==> src/rtl/dmem_pkg.sv <==
// Shared encodings for the data-memory controller: RV32 size codes, FSM states
// and arbiter port ids.
package dmem_pkg;

  localparam logic [2:0] F3_B  = 3'b000;
  localparam logic [2:0] F3_H  = 3'b001;
  localparam logic [2:0] F3_W  = 3'b010;
  localparam logic [2:0] F3_BU = 3'b100;
  localparam logic [2:0] F3_HU = 3'b101;

  typedef enum logic {
    ST_IDLE  = 1'b0,
    ST_MERGE = 1'b1
  } state_e;

  typedef enum logic {
    PORT_C = 1'b0,
    PORT_L = 1'b1
  } port_e;

endpackage

==> src/rtl/dmem_lane_align.sv <==
// Byte/half lane handling for core accesses: load extraction with sign/zero
// extension, store-word merge, and alignment checking.
module dmem_lane_align
  import dmem_pkg::*;
(
  input  logic [2:0]  funct3_i,
  input  logic [1:0]  addr_lo_i,
  input  logic [31:0] word_i,
  input  logic [31:0] wdata_i,
  output logic [31:0] load_o,
  output logic [31:0] merge_o,
  output logic        misaligned_o
);

  logic [7:0]  byte_sel;
  logic [15:0] half_sel;

  assign byte_sel = word_i[{addr_lo_i, 3'b000} +: 8];
  assign half_sel = addr_lo_i[1] ? word_i[31:16] : word_i[15:0];

  // NOTE: every output gets a default before the case so no latch is inferred.
  always_comb begin
    load_o       = '0;
    merge_o      = word_i;
    misaligned_o = 1'b0;
    case (funct3_i)
      F3_B, F3_BU: begin
        load_o = (funct3_i == F3_B) ? {{24{byte_sel[7]}}, byte_sel} : {24'h0, byte_sel};
        merge_o[{addr_lo_i, 3'b000} +: 8] = wdata_i[7:0];
      end
      F3_H, F3_HU: begin
        misaligned_o = addr_lo_i[0];
        load_o = (funct3_i == F3_H) ? {{16{half_sel[15]}}, half_sel} : {16'h0, half_sel};
        if (addr_lo_i[1]) merge_o[31:16] = wdata_i[15:0];
        else              merge_o[15:0]  = wdata_i[15:0];
      end
      F3_W: begin
        misaligned_o = |addr_lo_i;
        load_o       = word_i;
        merge_o      = wdata_i;
      end
      default: misaligned_o = 1'b1;
    endcase
  end

endmodule

==> src/rtl/dmem_ctrl.sv <==
// Round-robin arbiter and access sequencer in front of the word-wide data RAM;
// sub-word core stores become a read cycle followed by a MERGE write cycle.
module dmem_ctrl
  import dmem_pkg::*;
#(
  parameter int AW = 32
) (
  input  logic          clk,
  input  logic          rst,
  input  logic          c_req,
  input  logic          c_we,
  input  logic [2:0]    c_funct3,
  input  logic [AW-1:0] c_addr,
  input  logic [31:0]   c_wdata,
  output logic          c_gnt,
  output logic          c_rvalid,
  output logic [31:0]   c_rdata,
  output logic          c_err,
  input  logic          l_req,
  input  logic          l_we,
  input  logic [AW-1:0] l_addr,
  input  logic [31:0]   l_wdata,
  output logic          l_gnt,
  output logic          l_rvalid,
  output logic [31:0]   l_rdata,
  output logic          mem_we,
  output logic [AW-1:0] mem_addr,
  output logic [31:0]   mem_din,
  input  logic [31:0]   mem_dout
);

  state_e        state_q, state_d;
  port_e         last_q, last_d;
  logic [AW-1:0] maddr_q, maddr_d;
  logic [31:0]   mdata_q, mdata_d;
  logic          c_rvalid_q, c_rvalid_d;
  logic          c_err_q, c_err_d;
  logic [31:0]   c_rdata_q, c_rdata_d;
  logic          l_rvalid_q, l_rvalid_d;
  logic [31:0]   l_rdata_q, l_rdata_d;

  logic [31:0]   c_load, c_merge;
  logic          c_mis;
  logic [AW-1:0] c_word_addr, l_word_addr;
  logic          l_addr_lo_unused;

  assign c_word_addr      = {c_addr[AW-1:2], 2'b00};
  assign l_word_addr      = {l_addr[AW-1:2], 2'b00};
  assign l_addr_lo_unused = &l_addr[1:0];

  dmem_lane_align u_align (
    .funct3_i     (c_funct3),
    .addr_lo_i    (c_addr[1:0]),
    .word_i       (mem_dout),
    .wdata_i      (c_wdata),
    .load_o       (c_load),
    .merge_o      (c_merge),
    .misaligned_o (c_mis)
  );

  always_comb begin
    state_d    = state_q;
    last_d     = last_q;
    maddr_d    = maddr_q;
    mdata_d    = mdata_q;
    c_rvalid_d = 1'b0;
    c_err_d    = 1'b0;
    c_rdata_d  = c_rdata_q;
    l_rvalid_d = 1'b0;
    l_rdata_d  = l_rdata_q;
    c_gnt      = 1'b0;
    l_gnt      = 1'b0;
    mem_we     = 1'b0;
    mem_addr   = '0;
    mem_din    = '0;

    if (state_q == ST_MERGE) begin
      mem_we   = 1'b1;
      mem_addr = maddr_q;
      mem_din  = mdata_q;
      state_d  = ST_IDLE;
    end else if (!rst) begin
      // Grants stay low while reset is held so every output reads zero.
      c_gnt = c_req && (!l_req || last_q == PORT_L);
      l_gnt = l_req && !c_gnt;

      if (c_gnt) begin
        last_d = PORT_C;
        if (c_mis) begin
          c_rvalid_d = 1'b1;
          c_err_d    = 1'b1;
          c_rdata_d  = '0;
        end else if (!c_we) begin
          mem_addr   = c_word_addr;
          c_rvalid_d = 1'b1;
          c_rdata_d  = c_load;
        end else if (c_funct3 == F3_W) begin
          mem_we   = 1'b1;
          mem_addr = c_word_addr;
          mem_din  = c_wdata;
        end else begin
          mem_addr = c_word_addr;
          maddr_d  = c_word_addr;
          mdata_d  = c_merge;
          state_d  = ST_MERGE;
        end
      end else if (l_gnt) begin
        last_d   = PORT_L;
        mem_addr = l_word_addr;
        if (l_we) begin
          mem_we  = 1'b1;
          mem_din = l_wdata;
        end else begin
          l_rvalid_d = 1'b1;
          l_rdata_d  = mem_dout;
        end
      end
    end
  end

  // NOTE: non-blocking assignments so every register samples the same pre-edge values.
  always_ff @(posedge clk or posedge rst) begin
    if (rst) begin
      state_q    <= ST_IDLE;
      last_q     <= PORT_L;
      maddr_q    <= '0;
      mdata_q    <= '0;
      c_rvalid_q <= 1'b0;
      c_err_q    <= 1'b0;
      c_rdata_q  <= '0;
      l_rvalid_q <= 1'b0;
      l_rdata_q  <= '0;
    end else begin
      state_q    <= state_d;
      last_q     <= last_d;
      maddr_q    <= maddr_d;
      mdata_q    <= mdata_d;
      c_rvalid_q <= c_rvalid_d;
      c_err_q    <= c_err_d;
      c_rdata_q  <= c_rdata_d;
      l_rvalid_q <= l_rvalid_d;
      l_rdata_q  <= l_rdata_d;
    end
  end

  assign c_rvalid = c_rvalid_q;
  assign c_err    = c_err_q;
  assign c_rdata  = c_rdata_q;
  assign l_rvalid = l_rvalid_q;
  assign l_rdata  = l_rdata_q;

endmodule

==> config.mk <==
export PLATFORM = sky130hd
export DESIGN_NAME = dmem_ctrl
export DESIGN_NICKNAME = d
export VERILOG_FILES = /design/src/rtl/dmem_pkg.sv /design/src/rtl/dmem_lane_align.sv /design/src/rtl/dmem_ctrl.sv
export SDC_FILE = /design/constraint.sdc
export NUM_CORES = 1
export LEC_CHECK = 0
export CAP_MARGIN = 20
export CORE_MARGIN = 1.5
export CORE_UTILIZATION = 25
export CTS_CLUSTER_SIZE = 25
export DETAILED_ROUTE_END_ITERATION = 6
export SYNTH_ARGS = -nofsm -noshare
export SYNTH_HDL_FRONTEND = slang
export SYNTH_SLANG_ARGS = --single-unit
==> constraint.sdc <==
create_clock -name clk -period 13.8 [get_ports clk]
set_input_delay 4.14 -clock clk [delete_from_list [all_inputs] [get_ports clk]]
set_output_delay 4.14 -clock clk [all_outputs]
set_load 0.1 [all_outputs]
# [Word-level counts from Yosys, hierarchy flattened]
# Index checks and enable logic that the tools add are counted.
[word_totals] input_bits=169 regBits=131 output_inout_bits=134
[classes] n_eq_ne=5 bitwise_logic=6 n_shift=3 muxes=58 add_sub_neg=1 reduce_logical=14
[op_table] cell="$mux 32" n=17
[op_table] cell="$pmux 32 s3" n=1
[op_table] cell="$pmux 32 s2" n=1
[op_table] cell="$mux 16" n=3
[op_table] cell="$mux 1" n=34
[op_table] cell="$bwmux 32" n=1
[op_table] cell="$shift 8x7->32 const A" n=1
[op_table] cell="$shiftx 32x6->8" n=1
[op_table] cell="$shiftx 8x7->32" n=1
[op_table] cell="$neg 5->7" n=1
[op_table] cell="$eq 3x3->1 const B" n=2
[op_table] cell="$not 1->1" n=6
[op_table] cell="$reduce_and 6->1" n=1
[op_table] cell="$reduce_or 2->1" n=3
[op_table] cell="$reduce_and 5->1" n=1
[op_table] cell="$reduce_and 4->1" n=1
[op_table] cell="$eq 3x1->1 const B" n=1
[op_table] cell="$eq 3x2->1 const B" n=1
[op_table] cell="$logic_not 3->1" n=1
[op_table] cell="$pmux 1 s3" n=1
[op_table] cell="$reduce_and 3->1" n=1
[op_table] cell="$logic_and 1x1->1" n=2
[op_table] cell="$logic_not 1->1" n=2
[op_table] cell="$ne 2x1->1 const B" n=1
[op_table] cell="2 further kinds" n=2

# [Depth between registers and ports, before layout]
[logic_depth] word_depth=9 depth_mapped=10 mapped_depth_nobuf=6

# [Hierarchy]
# From an unflattened synthesis, not the netlist that was laid out.
[unflattened] cells_unflattened=810 hier_area_um2=8039.0
[by_module_without_submodules] module="dmem_ctrl" cells_each=577 seq_area_each_um2=3279.4 instances=1 area_each_um2=6493.7
[by_module_without_submodules] module="dmem_lane_align" cells_each=233 seq_area_each_um2=0.0 instances=1 area_each_um2=1545.2

# [Worst setup path before layout]
# Ideal clock, no wire load.
[synth_path] kind="input to output" from="input rst" to="output mem_din[22]" stages=6 path_buffers=1 required_time_ps=9660 slack_ps=1393 arrival_time_ps=8267 path_cell_list="or2_2 or3_1 clkinv_1 clkbuf_1 a21oi_1 o21ai_0"
[synth_via] elab_chain_cells=2
[synth_rtl] item="from (decl)" line_no="dmem_ctrl.sv:9" rtl="input logic rst,"
[synth_rtl] item="$mux 32" line_no="dmem_ctrl.sv:82" rtl="end else if (!rst) begin"
[synth_rtl] item="$mux 32" line_no="dmem_ctrl.sv:77" rtl="if (state_q == ST_MERGE) begin"
[synth_rtl] item="to (decl)" line_no="dmem_ctrl.sv:28" rtl="output logic [31:0] mem_din,"
# Every way passes these cells.

# [Worst setup path in the final report]
[layout_path] from="input c_addr[1]" to="output mem_addr[10]"
[layout_via] elab_chain_cells=6
[layout_rtl] item="from (decl)" line_no="dmem_ctrl.sv:13" rtl="input logic [AW-1:0] c_addr,"
[layout_rtl] item="$reduce_or 2->1" line_no="dmem_lane_align.sv:38" rtl="misaligned_o = |addr_lo_i;"
[layout_rtl] item="$pmux 1 s3" line_no="dmem_lane_align.sv:26" rtl="case (funct3_i)"
[layout_rtl] item="$mux 32" line_no="dmem_ctrl.sv:89" rtl="if (c_mis) begin"
[layout_rtl] item="$mux 32" line_no="dmem_ctrl.sv:87" rtl="if (c_gnt) begin"
[layout_rtl] item="$mux 32" line_no="dmem_ctrl.sv:82"
[layout_rtl] item="$mux 32" line_no="dmem_ctrl.sv:77"
[layout_rtl] item="to (decl)" line_no="dmem_ctrl.sv:27" rtl="output logic [AW-1:0] mem_addr,"
# Every way passes these cells.

==> out/qor.txt <==
cell breakdown of the critical path: clkdlybuf4s50_1, inv_1, ha_1, or3b_1, a2111oi_4, buf_4, nand2_1, nand2_1, clkdlybuf4s50_1
Distinct cells, synth: 46
clock tree from TritonCTS: yes
number of max-cap violations: 0
biggest fanout along the worst timing path: 30
Clock Tree Root: clkbuf_16
reported leakage power: 4.62 nW
arrival time of the worst setup path: 8.23 ns
chip width: 174 microns
global-route wire length before repair: 45.1 mm
cell area power density: 149 nW/um^2
depth of the most critical reg-to-reg path: 6
pin slew with the least headroom to its limit: 1.04 ns
worst min path class: reg2reg
final hold vios: 0
slowest CP cell: clkdlybuf4s50_1
largest net degree at the start of global routing: 69
Final Util: 0.386
Clk pin slew, worst setup/hold paths: 0.06 ns
Gates resized, CTS repair: 0
final number of max-transition violations: 0
startpoint of the most critical setup path: c_addr[1]
number of synthesized flops with an enable pin: 0
fin crit share: 0.896
YS warnings: 0
FFs w/ async S/R, synth: 1.00
Die Area: 30400 sq um
RSZ-0062 raised after global routing: no
Worst setup EP type: primary output
overflow left after global routing: 0
WL/cell: 22.2 microns
result of the run: finished clean
required time worst endpoint: 9.66 ns
skew final: 0.00806 ns
IR drop worst, VDD: 0.000112 V
highest achievable clock rate: 0.0808 GHz
Post CTS Setup Buffer Count: 0
clock buffer depth: 2
FF-to-FF End: maddr_q[18]
Setup Crit Path Kind: in2out
Sum Neg Setup Slack: 0 ns
number of antenna diodes: 0
number of endpoints failing setup at the final stage: 0
Placer Congestion: 0.856
fraction of layout cells with a size suffix above 1: 0.136
clock insertion delay at the later pin of the skew report: 0.42 ns
Starting DRT DRC Count: 493
Tot GR Track Use: 0.197
kind of launch point of the worst setup path: input pin
share of synthesized area occupied by flip-flops and latches: 0.447
Reg2Reg Launch Point: state_q
setup slack of the worst register-to-register path: 10.62 ns
detail-routed via count per cell: 5.16
via count of the first global-routing pass: 7028
antenna-violating nets left: 0
H-tree depth reported by CTS: 4
number of CTS-inserted buffers: 17
count of clock tree sinks: 131
vias after detailed routing: 7091
HPWL after DPL: 21.9 mm
number of optimization iterations in the first detailed-route pass: 5
number of DRC violations after detailed routing: 0
Ports: 303
Mapped Area: 7340 sq um
die span in y: 174 microns
initial core utilization: 0.255
# rows: 62
final critical-path required period: 12.37 ns
Post-CTS Hold Buffers: 0
flip-flop and latch count after synthesis: 131
filler instances: 2808
area of the core: 28800 sq um
Cells after Synth: 714
I/O Buffers: 298
largest incremental delay on the critical path: 1.15 ns
net count reported at finish: 1152
worst slew margin relative to its limit: 0.304
layout-stage area growth over the synthesis result: 51.3%
Syn Area/Cell: 10.3 sq um
top_reg_cell synth: dfrtp_1
initial antenna violation count: 1
endpoint of the most critical setup path: mem_addr[10]
Final Routed Wirelength: 30.5 mm
==> power breakdown <==
group	switching (W)	leakage, nW	total [W]	internal, W
Sequential	0.0000479	1.65	0.000525	0.000477
Clock	0.000183	0.266	0.000441	0.000258
Combinational	0.000489	2.71	0.000691	0.000202
==> cells in the mapped netlist, types with 4 or more instances <==
library cell	n	area, sq um
dfrtp_1	130	3250
nand2_1	108	405
a21oi_1	66	330
mux2_1	57	642
clkbuf_1	51	191
mux2_2	48	541
o21ai_0	32	160
a32oi_1	31	272
a22oi_1	30	225
o2bb2ai_1	24	210
a221o_1	14	140
nand2b_1	14	87.6
a22o_1	10	87.6
a221oi_1	8	70.1
a222oi_1	8	80.1
buf_6	7	78.8
and3_1	6	37.5
inv_1	6	22.5
a21o_1	5	37.5
ha_1	5	62.6
nor2b_1	5	31.3
buf_2	4	20.0
nor2_1	4	15.0
nor3b_1	4	30.0
==> sequential cells by signal, indices dropped and copies added (netlist names) <==
| register | cells |
|---|---|
| c_rdata | 32 |
| l_rdata | 32 |
| mdata_q | 32 |
| maddr_q | 30 |
| c_err | 1 |
| c_rvalid | 1 |
| l_rvalid | 1 |
| last_q | 1 |
| state_q | 1 |
==> routing by layer <==
| layer | track usage | vias up | part of all wire |
|---|---|---|---|
| li1 | - | 3219 | - |
| met2 | 0.314 | 337 | 0.46 |
| met4 | 0.0499 | 0 | 0.018 |
| met5 | 0 | - | 0 |
| met1 | 0.257 | 3497 | 0.43 |
| met3 | 0.0643 | 38 | 0.088 |
==> worst min path at each step <==
stage | startpoint | end | slack, ns | cells past startpoint
final | mdata_q[24] | mdata_q[24] | 0.48 | 1
after CTS | mdata_q[24] | mdata_q[24] | 0.49 | 1
after global placement | c_rdata[26] | c_rdata[26] | 0.47 | 1
after global routing | maddr_q[7] | maddr_q[7] | 0.50 | 1
after detailed placement | c_rdata[4] | c_rdata[4] | 0.47 | 1
after floorplan | mdata_q[0] | mdata_q[0] | 0.46 | 1
==> final cells by class <==
| type | instances | area [sq um] | share of cell area |
|---|---|---|---|
| clock inverter | 11 | 105 | 0.00946 |
| clock buffer | 21 | 460 | 0.0415 |
| inverter | 7 | 31.3 | 0.00282 |
| sequential | 131 | 3280 | 0.295 |
| multi-input combinational | 510 | 3730 | 0.336 |
| timing repair buffer | 311 | 3020 | 0.272 |
| tap | 384 | 480 | 0.0433 |
==> layout by cell type, fill, tap and decap left out, types with 2 or more instances in the layout <==
cell,netlist,final
nand2_1,108,108
nor3b_1,4,3
a21o_1,5,5
o21bai_1,3,3
a32oi_1,31,31
clkbuf_8,0,2
a22o_1,10,10
a22oi_1,30,30
and2_1,3,3
clkdlybuf4s50_1,0,265
clkinvlp_4,0,4
a211o_1,3,3
nand3_1,3,3
nand2b_1,14,13
dfrtp_1,130,129
clkinv_2,0,2
nor3_1,2,2
a211oi_1,2,2
o21ai_0,32,32
a222oi_1,8,8
clkbuf_16,0,17
nor2b_1,5,5
a221o_1,14,14
o2bb2ai_1,24,24
nor2_1,4,4
ha_1,5,5
mux2_1,57,57
nor4b_1,2,2
a221oi_1,8,8
mux2_2,48,48
conb_1,1,2
clkbuf_1,51,2
clkinv_4,0,3
inv_6,0,2
buf_4,3,45
a21oi_1,66,66
and3_1,6,5
inv_1,6,5
==> worst max-delay path, delay by kind of cell <==
kind	cells	cell delay, ns
buffers and inverters	4	2.72
AOI/OAI and AO/OA	1	0.40
adders and majority gates	1	0.30
and+or+nand+nor	3	0.64
==> logic make-up (layout without fill, tap and decap cells) <==
kind of cell | Yosys count | after routing | synth area share
simple gates | 161 | 161 | 0.104
other cells | 1 | 2 | 0.000511
fa+ha+maj | 5 | 5 | 0.00852
mux | 105 | 105 | 0.161
compound gates | 237 | 237 | 0.232
flops | 131 | 131 | 0.447
buf+inv | 74 | 350 | 0.0472
==> metrics by stage <==
step | cells | hold WS [ns] | instance area [sq um] | setup WS, ns | power (W)
finish | 1375 | 0.480 | 11100 | 1.43 | 0.00166
global route | 1375 | 0.496 | 11100 | 1.25 | 0.00173
CTS | 1374 | 0.489 | 11100 | 1.43 | 0.00167
detailed placement | 1342 | 0.473 | 10500 | 1.42 | 0.00122
global placement | 1342 | 0.469 | 10500 | 1.46 | 0.00121
floorplan | 715 | 0.458 | 7350 | 1.39 | 0.00102
Note: power is estimated with default switching activity, not from simulation.
